==> src/rtl/alu_cmd_sequencer_if.sv <==
// ---------------------------------------------------------------------------
// alu_cmd_sequencer_if
//   Bundles the three buses of the ALU command sequencer:
//     command stream : in_valid/in_ready, in_a, in_b, in_op, in_tag
//     ALU drive      : alu_a, alu_b, alu_op out, alu_c back
//     result stream  : out_valid/out_ready, out_c, out_tag
//     status         : busy
//   slave  = the sequencer's view, master = the surrounding system's view.
// ---------------------------------------------------------------------------
interface alu_cmd_sequencer_if #(
   parameter int DATA_W = 4,
   parameter int OP_W   = 3,
   parameter int TAG_W  = 4
);
   logic              in_valid;
   logic              in_ready;
   logic [DATA_W-1:0] in_a;
   logic [DATA_W-1:0] in_b;
   logic [OP_W-1:0]   in_op;
   logic [TAG_W-1:0]  in_tag;

   logic [DATA_W-1:0] alu_a;
   logic [DATA_W-1:0] alu_b;
   logic [OP_W-1:0]   alu_op;
   logic [DATA_W-1:0] alu_c;

   logic              out_valid;
   logic              out_ready;
   logic [DATA_W-1:0] out_c;
   logic [TAG_W-1:0]  out_tag;

   logic              busy;

   modport slave (
      input  in_valid, in_a, in_b, in_op, in_tag,
      output in_ready,
      output alu_a, alu_b, alu_op,
      input  alu_c,
      output out_valid, out_c, out_tag,
      input  out_ready,
      output busy
   );

   modport master (
      output in_valid, in_a, in_b, in_op, in_tag,
      input  in_ready,
      input  alu_a, alu_b, alu_op,
      output alu_c,
      input  out_valid, out_c, out_tag,
      output out_ready,
      input  busy
   );
endinterface

==> src/rtl/alu_cmd_sequencer.sv <==
// ---------------------------------------------------------------------------
// alu_cmd_sequencer
//   Issue stage in front of a small ALU. Commands are buffered in a command
//   FIFO, issued one per cycle onto alu_a/alu_b/alu_op, and the ALU result
//   alu_c is captured ALU_LATENCY+1 edges after issue into a result FIFO,
//   together with the command's tag. A credit counter reserves a result slot
//   for every issued command, so results are never dropped under backpressure.
//
//   Ports:
//     clk   - rising-edge clock
//     reset - asynchronous, active-high; clears all state
//     bus   - alu_cmd_sequencer_if.slave (command stream, ALU drive,
//             result stream, busy)
// ---------------------------------------------------------------------------
module alu_cmd_sequencer #(
   parameter int DATA_W      = 4,
   parameter int OP_W        = 3,
   parameter int TAG_W       = 4,
   parameter int DEPTH       = 4,
   parameter int ALU_LATENCY = 1
) (
   input  logic               clk,
   input  logic               reset,
   alu_cmd_sequencer_if.slave bus
);
   localparam int AW = $clog2(DEPTH);     // FIFO index width
   localparam int PW = AW + 1;            // pointer width incl. wrap bit
   localparam int CW = $clog2(DEPTH + 1); // credit counter, 0..DEPTH

   typedef struct packed {
      logic [DATA_W-1:0] a;
      logic [DATA_W-1:0] b;
      logic [OP_W-1:0]   op;
      logic [TAG_W-1:0]  tag;
   } cmd_t;

   typedef struct packed {
      logic [DATA_W-1:0] c;
      logic [TAG_W-1:0]  tag;
   } res_t;

   // Command FIFO
   cmd_t          cmd_mem [DEPTH];
   logic [PW-1:0] cmd_wr_ptr;
   logic [PW-1:0] cmd_rd_ptr;
   logic          cmd_empty;
   logic          cmd_full;
   cmd_t          cmd_head;

   // Result FIFO
   res_t          res_mem [DEPTH];
   logic [PW-1:0] res_wr_ptr;
   logic [PW-1:0] res_rd_ptr;
   logic          res_empty;
   res_t          res_head;

   // Issue registers, in-flight pipe and credits
   logic [DATA_W-1:0]    alu_a_q;
   logic [DATA_W-1:0]    alu_b_q;
   logic [OP_W-1:0]      alu_op_q;
   logic [ALU_LATENCY:0] pipe_valid;
   logic [TAG_W-1:0]     pipe_tag [ALU_LATENCY+1];
   logic [CW-1:0]        credits;

   logic push;
   logic issue;
   logic res_push;
   logic pop;

   // Equal indices: the wrap bit tells full (differs) from empty (same).
   assign cmd_empty = (cmd_wr_ptr == cmd_rd_ptr);
   assign cmd_full  = (cmd_wr_ptr[AW] != cmd_rd_ptr[AW]) &&
                      (cmd_wr_ptr[AW-1:0] == cmd_rd_ptr[AW-1:0]);
   assign cmd_head  = cmd_mem[cmd_rd_ptr[AW-1:0]];

   assign res_empty = (res_wr_ptr == res_rd_ptr);
   assign res_head  = res_mem[res_rd_ptr[AW-1:0]];

   // in_ready looks only at the registered pointers, so a slot freed by an
   // issue in this cycle becomes usable on the next one.
   assign bus.in_ready = !cmd_full && !reset;

   assign push     = bus.in_valid && bus.in_ready;
   assign issue    = !cmd_empty && (credits != '0);
   assign res_push = pipe_valid[ALU_LATENCY];
   assign pop      = !res_empty && bus.out_ready;

   assign bus.alu_a     = alu_a_q;
   assign bus.alu_b     = alu_b_q;
   assign bus.alu_op    = alu_op_q;
   assign bus.out_valid = !res_empty;
   assign bus.out_c     = res_head.c;
   assign bus.out_tag   = res_head.tag;
   assign bus.busy      = !cmd_empty || (|pipe_valid) || !res_empty;

   // NOTE: FIFO storage is not reset; the pointers alone decide which
   // entries are valid, so clearing the arrays would only cost logic.
   always_ff @(posedge clk) begin
      if (push) begin
         cmd_mem[cmd_wr_ptr[AW-1:0]] <= '{a: bus.in_a, b: bus.in_b,
                                          op: bus.in_op, tag: bus.in_tag};
      end
      if (res_push) begin
         res_mem[res_wr_ptr[AW-1:0]] <= '{c: bus.alu_c, tag: pipe_tag[ALU_LATENCY]};
      end
   end

   // NOTE: every state register is written with <= so all of them update
   // from the same pre-edge values, regardless of statement order.
   always_ff @(posedge clk or posedge reset) begin
      if (reset) begin
         cmd_wr_ptr <= '0;
         cmd_rd_ptr <= '0;
         res_wr_ptr <= '0;
         res_rd_ptr <= '0;
         alu_a_q    <= '0;
         alu_b_q    <= '0;
         alu_op_q   <= '0;
         pipe_valid <= '0;
         for (int i = 0; i <= ALU_LATENCY; i++) begin
            pipe_tag[i] <= '0;
         end
         credits    <= CW'(DEPTH);
      end else begin
         if (push) begin
            cmd_wr_ptr <= cmd_wr_ptr + PW'(1);
         end

         // Issue: pop the head into the ALU registers; they hold otherwise.
         if (issue) begin
            cmd_rd_ptr <= cmd_rd_ptr + PW'(1);
            alu_a_q    <= cmd_head.a;
            alu_b_q    <= cmd_head.b;
            alu_op_q   <= cmd_head.op;
         end

         // Stage i holds a command issued i edges ago; the last stage marks
         // the edge on which alu_c belongs to that command.
         pipe_valid[0] <= issue;
         pipe_tag[0]   <= cmd_head.tag;
         for (int i = 1; i <= ALU_LATENCY; i++) begin
            pipe_valid[i] <= pipe_valid[i-1];
            pipe_tag[i]   <= pipe_tag[i-1];
         end

         if (res_push) begin
            res_wr_ptr <= res_wr_ptr + PW'(1);
         end
         if (pop) begin
            res_rd_ptr <= res_rd_ptr + PW'(1);
         end

         // Credits track free result slots: issue takes one, pop returns one.
         case ({issue, pop})
            2'b10:   credits <= credits - CW'(1);
            2'b01:   credits <= credits + CW'(1);
            default: credits <= credits;
         endcase
      end
   end
endmodule

==> src/flat_wrapper.sv <==
// flat-port wrapper written by rule: the top's interface ports become plain ports
module alu_cmd_sequencer_flat 
#(
   parameter int DATA_W      = 4,
   parameter int OP_W        = 3,
   parameter int TAG_W       = 4,
   parameter int DEPTH       = 4,
   parameter int ALU_LATENCY = 1
)
  (clk, reset, bus_in_valid, bus_in_a, bus_in_b, bus_in_op, bus_in_tag, bus_in_ready, bus_alu_a, bus_alu_b, bus_alu_op, bus_alu_c, bus_out_valid, bus_out_c, bus_out_tag, bus_out_ready, bus_busy);
  alu_cmd_sequencer_if #(.DATA_W(DATA_W), .OP_W(OP_W), .TAG_W(TAG_W)) bus_i ();
  input  logic clk;
  input  logic reset;
  input wire logic [$bits(bus_i.in_valid)-1:0] bus_in_valid;
  input wire logic [$bits(bus_i.in_a)-1:0] bus_in_a;
  input wire logic [$bits(bus_i.in_b)-1:0] bus_in_b;
  input wire logic [$bits(bus_i.in_op)-1:0] bus_in_op;
  input wire logic [$bits(bus_i.in_tag)-1:0] bus_in_tag;
  output wire logic [$bits(bus_i.in_ready)-1:0] bus_in_ready;
  output wire logic [$bits(bus_i.alu_a)-1:0] bus_alu_a;
  output wire logic [$bits(bus_i.alu_b)-1:0] bus_alu_b;
  output wire logic [$bits(bus_i.alu_op)-1:0] bus_alu_op;
  input wire logic [$bits(bus_i.alu_c)-1:0] bus_alu_c;
  output wire logic [$bits(bus_i.out_valid)-1:0] bus_out_valid;
  output wire logic [$bits(bus_i.out_c)-1:0] bus_out_c;
  output wire logic [$bits(bus_i.out_tag)-1:0] bus_out_tag;
  input wire logic [$bits(bus_i.out_ready)-1:0] bus_out_ready;
  output wire logic [$bits(bus_i.busy)-1:0] bus_busy;
  assign bus_i.in_valid = bus_in_valid;
  assign bus_i.in_a = bus_in_a;
  assign bus_i.in_b = bus_in_b;
  assign bus_i.in_op = bus_in_op;
  assign bus_i.in_tag = bus_in_tag;
  assign bus_in_ready = bus_i.in_ready;
  assign bus_alu_a = bus_i.alu_a;
  assign bus_alu_b = bus_i.alu_b;
  assign bus_alu_op = bus_i.alu_op;
  assign bus_i.alu_c = bus_alu_c;
  assign bus_out_valid = bus_i.out_valid;
  assign bus_out_c = bus_i.out_c;
  assign bus_out_tag = bus_i.out_tag;
  assign bus_i.out_ready = bus_out_ready;
  assign bus_busy = bus_i.busy;
  alu_cmd_sequencer #(.DATA_W(DATA_W), .OP_W(OP_W), .TAG_W(TAG_W), .DEPTH(DEPTH), .ALU_LATENCY(ALU_LATENCY)) u_core (.clk(clk), .reset(reset), .bus(bus_i));
endmodule
==> config.mk <==
export PLATFORM = sky130hd
export DESIGN_NAME = alu_cmd_sequencer_flat
export DESIGN_NICKNAME = d
export VERILOG_FILES = /design/src/rtl/alu_cmd_sequencer_if.sv /design/src/rtl/alu_cmd_sequencer.sv /design/src/flat_wrapper.sv
export SDC_FILE = /design/constraint.sdc
export NUM_CORES = 1
export LEC_CHECK = 0
export ABC_AREA = 1
export CAP_MARGIN = 20
export CORE_ASPECT_RATIO = 0.8
export CORE_MARGIN = 2
export CORE_UTILIZATION = 51
export DETAILED_ROUTE_END_ITERATION = 7
export PLACE_DENSITY = 0.8
export SLEW_MARGIN = 10
export SYNTH_ARGS = -nofsm -noshare
export SYNTH_HDL_FRONTEND = slang
export SYNTH_SLANG_ARGS = --single-unit
==> constraint.sdc <==
create_clock -name clk -period 2.1 [get_ports clk]
set_clock_uncertainty 0.15 [all_clocks]
set_input_delay 0.315 -clock clk [delete_from_list [all_inputs] [get_ports clk]]
set_output_delay 0.315 -clock clk [all_outputs]
set_load 0.1 [all_outputs]
==> flow_summary.toml, run 1 <==
[global_routing]
antenna_found_initial = 0
grt-ovfl-total = 0
grt_first_pass_wirelength_mm = 17.8
grt_pass1_vias = 3538
grt_max_degree = 33
grt_use_total = 0.229

[setup_path]
arrival_ps = 1680
ff2ff_setup_slack_ps = 60
reg2reg_from = "u_core.res_rd_ptr[0]"
cp-start-kind = "register"
reg2reg_to = "u_core.credits[1]"
cp_max_fo = 16
cp_cell_sequence = "clkinvlp_4, buf_12, nor2_2, o22ai_4, buf_12"
crit_required_ps = 1630
path_common_cell = "buf_12"
crit_family = "buffers and inverters"
path_buf_inv = 3
crit_type = "register to primary output"
cpPeakStageDelay_ps = 480
cp-end-kind = "primary output"
slowest_stage = "dfrtp_2"
worstRegToRegCells = 8

[cts]
cts_tree = "built"
cts.path.max_buffers = 2
clock_latency_ps = 420
cts_buffers = 17
cts_sinks = 128
path_clk_slew_ps = 60
htree_levels = 4
clockRootBuffer = "clkbuf_16"
ctsHoldBuffers = 0

[finish]
multi_input_area_um2 = 1580
layout_common_cells = "nand2_1, edfxtp_1, buf_4"
layout_commonest_cell = "nand2_1"
nets = 544
regArea_um2 = 3670
final_cells = 658
drive_gt1_frac = 0.289
antenna_cells = 0
fillCellCount = 571
synthToLayoutAreaGrowth_pct = 36.4

[sta]
fin_setup_tns_ps = -194
period_needed_ps = 2150
worst_slack_ps = -46.4
fmax_mhz = 466
whs_ps = 184
rsz0062_at_grt = "yes"
finalCritPeriodShare = 1.02
setup_violations = 9
slew_headroom = 0.674
tightest_slew_ps = 484
hold_viol = 0
final-max-slew-violation-count = 0

[placed_design]
port_buffers = 44
gp_congestion = 0.777
post-place-cells = 607
post-dp-hpwl_mm = 6.45

[floorplanning]
pin_count = 45
die_h_um = 93.6
core_um2 = 9690
die_w_um = 116
die-area_um2 = 10900
rows = 32
initial_core_util = 0.528

[route]
drt_wl_total_mm = 11.4
final_antenna_net_count = 0
wire_per_inst_um = 17.3
drt_first_pass_iters = 5
drc = 0
drt_iter0_drc = 285
vias = 3488
via_per_inst = 5.30

[worst_hold_path]
holdCritPathClass = "primary input to asynchronous set/reset pin"

[synthesis]
seq_area_frac_synth = 0.716
synth_warnings = 0
ys_seq_elements = 128
syn-num-nets = 458
synth.distinct_cells = 27
netlist_area_um2 = 5120
avgSynthCellArea_um2 = 12.1
postSynthCellCount = 423

[outcome]
status = "complete, but fails checks"
violations = "setup timing"

[flow_run]
drv_cap = 0
-- stage by stage --
stage | instance area (um2) | setup slack [ps] | util
floorplan | 5310 | -261 | -
global placement | 6110 | -30.5 | 0.631
finish | 6980 | -46.4 | 0.721
global route | 6980 | -95.1 | 0.721
detailed placement | 6110 | -58.3 | 0.631
CTS | 6880 | -26.2 | 0.710
-- tightest hold or removal path, stage by stage --
cell	delay (ps)
clkdlybuf4s50_1	440
clkinvlp_4	120
buf_4	240
-- how the worst max path moves through the flow --
stage,startpoint,cells past startpoint,to,slack [ps]
global route,u_core.res_rd_ptr[0],5,bus_out_c[1],-100
detailed placement,bus_out_ready,9,u_core.credits[2],-60
floorplan,u_core.res_rd_ptr[0],9,u_core.credits[1],-260
finish,u_core.res_rd_ptr[0],5,bus_out_tag[2],-50
global placement,bus_out_ready,9,u_core.credits[2],-30
CTS,u_core.res_rd_ptr[0],5,bus_out_c[1],-30
-- cell families (layout without fill, tap and decap cells) --
group	count (synthesis)	in the layout	share of synthesized area
buf+inv	41	140	0.0349
xor+xnor	10	10	0.0171
fa+ha+maj	12	12	0.0308
simple gates	170	170	0.137
flops	128	128	0.716
mux	1	1	0.00220
compound gates	61	61	0.0626
-- cell usage after synthesis (all sizes together) --
cell type / n / share of area
clkbuf: 7 / 0.0054
o21ai: 48 / 0.047
dfrtp: 35 / 0.17
a21oi: 1 / 0.00098
fa: 1 / 0.0039
xor2: 5 / 0.0086
nand4: 3 / 0.0037
nor2: 42 / 0.031
dfstp: 1 / 0.0051
nand3: 21 / 0.024
mux2: 1 / 0.0022
edfxtp: 92 / 0.54
o22ai: 12 / 0.015
nand2: 104 / 0.078
buf: 10 / 0.012
ha: 11 / 0.027
xnor2: 5 / 0.0086
inv: 24 / 0.018
-- routing by layer --
layer / vias to the layer above / routed length, um / GRT usage
met5: - / 0 / 0
met3: 22 / 863 / 0.0778
met1: 1709 / 4650 / 0.291
li1: 1627 / - / -
met4: 0 / 223 / 0.0992
met2: 130 / 5670 / 0.360
-- layout make-up --
class                           count  area share
Clock inverter                     15      0.0174
Sequential cell                   128       0.525
Tap cell                          136      0.0244
Timing Repair Buffer               84       0.131
Inverter                           24      0.0149
Clock buffer                       17      0.0609
Multi-Input combinational cell    254       0.227
-- flip-flops by register name, summed over array words and instances (netlist names) --
| signal | cells |
|---|---|
| u_core.bus.alu_a | 4 |
| u_core.bus.alu_b | 4 |
| u_core.bus.alu_op | 3 |
| u_core.cmd_mem | 60 |
| u_core.cmd_rd_ptr | 3 |
| u_core.cmd_wr_ptr | 3 |
| u_core.credits | 3 |
| u_core.pipe_tag | 8 |
| u_core.pipe_valid | 2 |
| u_core.res_mem | 32 |
| u_core.res_rd_ptr | 3 |
| u_core.res_wr_ptr | 3 |
-- repair_timing --
action	CTS	global route
hold endpoints to repair	0	0
pin swaps	4	7
setup endpoints to repair	10	13
gates resized for setup	47	16
setup buffers	15	4
Power of run 1 is left out: the tool's default activity adds up to more than one toggle a clock period on the data nets, which glitch-free logic cannot reach.
==> run 2, diff against run 1 <==
--- a/config.mk
+++ b/config.mk
@@ -11,7 +11,7 @@
 export CORE_MARGIN = 2
 export CORE_UTILIZATION = 51
 export DETAILED_ROUTE_END_ITERATION = 7
-export PLACE_DENSITY = 0.8
+export PLACE_DENSITY_LB_ADDON = 0.1
 export SLEW_MARGIN = 10
 export SYNTH_ARGS = -nofsm -noshare
 export SYNTH_HDL_FRONTEND = slang
==> run 2 against run 1 <==
  * The run still ends with setup timing left
  * Cell area is 2.1% higher
  * Sequential share of layout area is 1.1 points lower
  * Setup slack better by 9.2 ps
  * Count of clock-buffer cells in the layout stayed put
  * Final cell count is 0.61% higher
  * Critical endpoint unchanged
==> flow_summary.toml, run 2 (synthesized netlist as in run 1, its figures left out) <==
[flow_run]
drv_cap = 0

[finish]
synthToLayoutAreaGrowth_pct = 39.3
final_cells = 662
layout_commonest_cell = "nand2_1"
largest_reg_flops = 60
layout_common_cells = "nand2_1, edfxtp_1, buf_4"
drive_gt1_frac = 0.319
antenna_cells = 0
nets = 548

[route]
routed.top_layer = "met4"
drt_iter0_drc = 237
drc = 0
wire_per_inst_um = 16.1
drt_first_pass_iters = 5
vias = 3354
drt-met1-wl_mm = 5.14
wl_met3_um = 517
wl_met2_mm = 4.94
final_antenna_net_count = 0
via_per_inst = 5.07
drt_wl_total_mm = 10.7

[cts]
clockRootBuffer = "clkbuf_16"
path_clk_slew_ps = 60
clock_latency_ps = 410
htree_levels = 4
cts.path.max_buffers = 2
cts_buffers = 17
cts_sinks = 128
cts_tree = "built"

[setup_path]
cp_max_fo = 6
arrival_ps = 1670
cp-end-kind = "primary output"
crit_type = "register to primary output"
cp-start-kind = "register"
crit_required_ps = 1630

[outcome]
violations = "setup timing"
status = "complete, but fails checks"

[sta]
hold_viol = 0
fmax_mhz = 468
slew_headroom = 0.693
setup_violations = 8
tightest_slew_ps = 455
finalCritPeriodShare = 1.02
fin_setup_tns_ps = -208
rsz0062_at_grt = "yes"
final-max-slew-violation-count = 0
worst_slack_ps = -37.2
period_needed_ps = 2140

[worst_hold_path]
holdCritPathClass = "primary input to asynchronous set/reset pin"

[floorplanning]
die_w_um = 116
initial_core_util = 0.528
pin_count = 45
die_h_um = 93.6
die-area_um2 = 10900
core_um2 = 9690
rows = 32

[placed_design]
post-dp-hpwl_mm = 6.11
gp_congestion = 0.742
port_buffers = 44
dpl_worst_slack_ps = -55.3
post-place-cells = 611

[global_routing]
grt-ovfl-total = 0
grt_first_pass_wirelength_mm = 17.4
grt_use_total = 0.221
antenna_found_initial = 0
grt_pass1_vias = 3363
grt_max_degree = 33
[run 2: cell types whose count changed in the layout (fill, tap and decap cells not counted), sizes merged]
| cell | change |
|---|---|
| inv | -4 |
| buf | +2 |
| bufbuf | +2 |
| bufinv | +2 |
| clkinv | +2 |
[run 2: stage by stage]
stage / hold slack, ps / instance area, um2 / utilization
finish: 198 / 7130 / 0.736
floorplan: 139 / 5310 / -
global placement: 185 / 6140 / 0.634
detailed placement: 187 / 6140 / 0.634
global route: 211 / 7130 / 0.736
CTS: 197 / 7080 / 0.730
[run 2: critical path: stages, from the launching register on]
cell,delay (ps)
dfrtp_2,480
buf_12,170
inv_8,60
buf_8,130
nor2_2,50
o22ai_4,170
buf_12,200
[run 2: final timing paths]
kind                                            from                   end  cells after the start  slack (ps)
worst max-delay path            u_core.res_rd_ptr[0]        bus_out_tag[2]                      6         -40
worst min-delay path                           reset  u_core.pipe_valid[0]                      3         200
worst max register to register  u_core.res_rd_ptr[0]     u_core.credits[1]                      8          70
worst min register to register    u_core.pipe_tag[4]    u_core.pipe_tag[0]                      0         200
max in group asynchronous                      reset     u_core.credits[2]                      3        1320
min in group clk                  u_core.pipe_tag[4]    u_core.pipe_tag[0]                      0         200
[run 2: timing repair]
action / in CTS / in global routing
buffers inserted: 13 / 3
hold buffers: 0 / 0
gates cloned: 3 / 0
resized for setup: 70 / 10
pin swaps: 10 / 6
setup endpoints to repair: 9 / 11
[run 2: layer usage]
layer / vias up / track usage
li1: 1640 / -
met1: 1622 / 0.324
met2: 83 / 0.317
met3: 9 / 0.0642
met4: 0 / 0.0754
met5: - / 0
[run 2: area by class of cell]
cell class,instances,area [um2]
fillers,654,2560
flip-flops and latches,128,3670
repair buffers,88,1020
well taps,136,170
clock buffers,17,425
multi-input cells,254,1590
clock inverters,15,159
inverters,24,105
Power of run 2 is left out for the same reason.
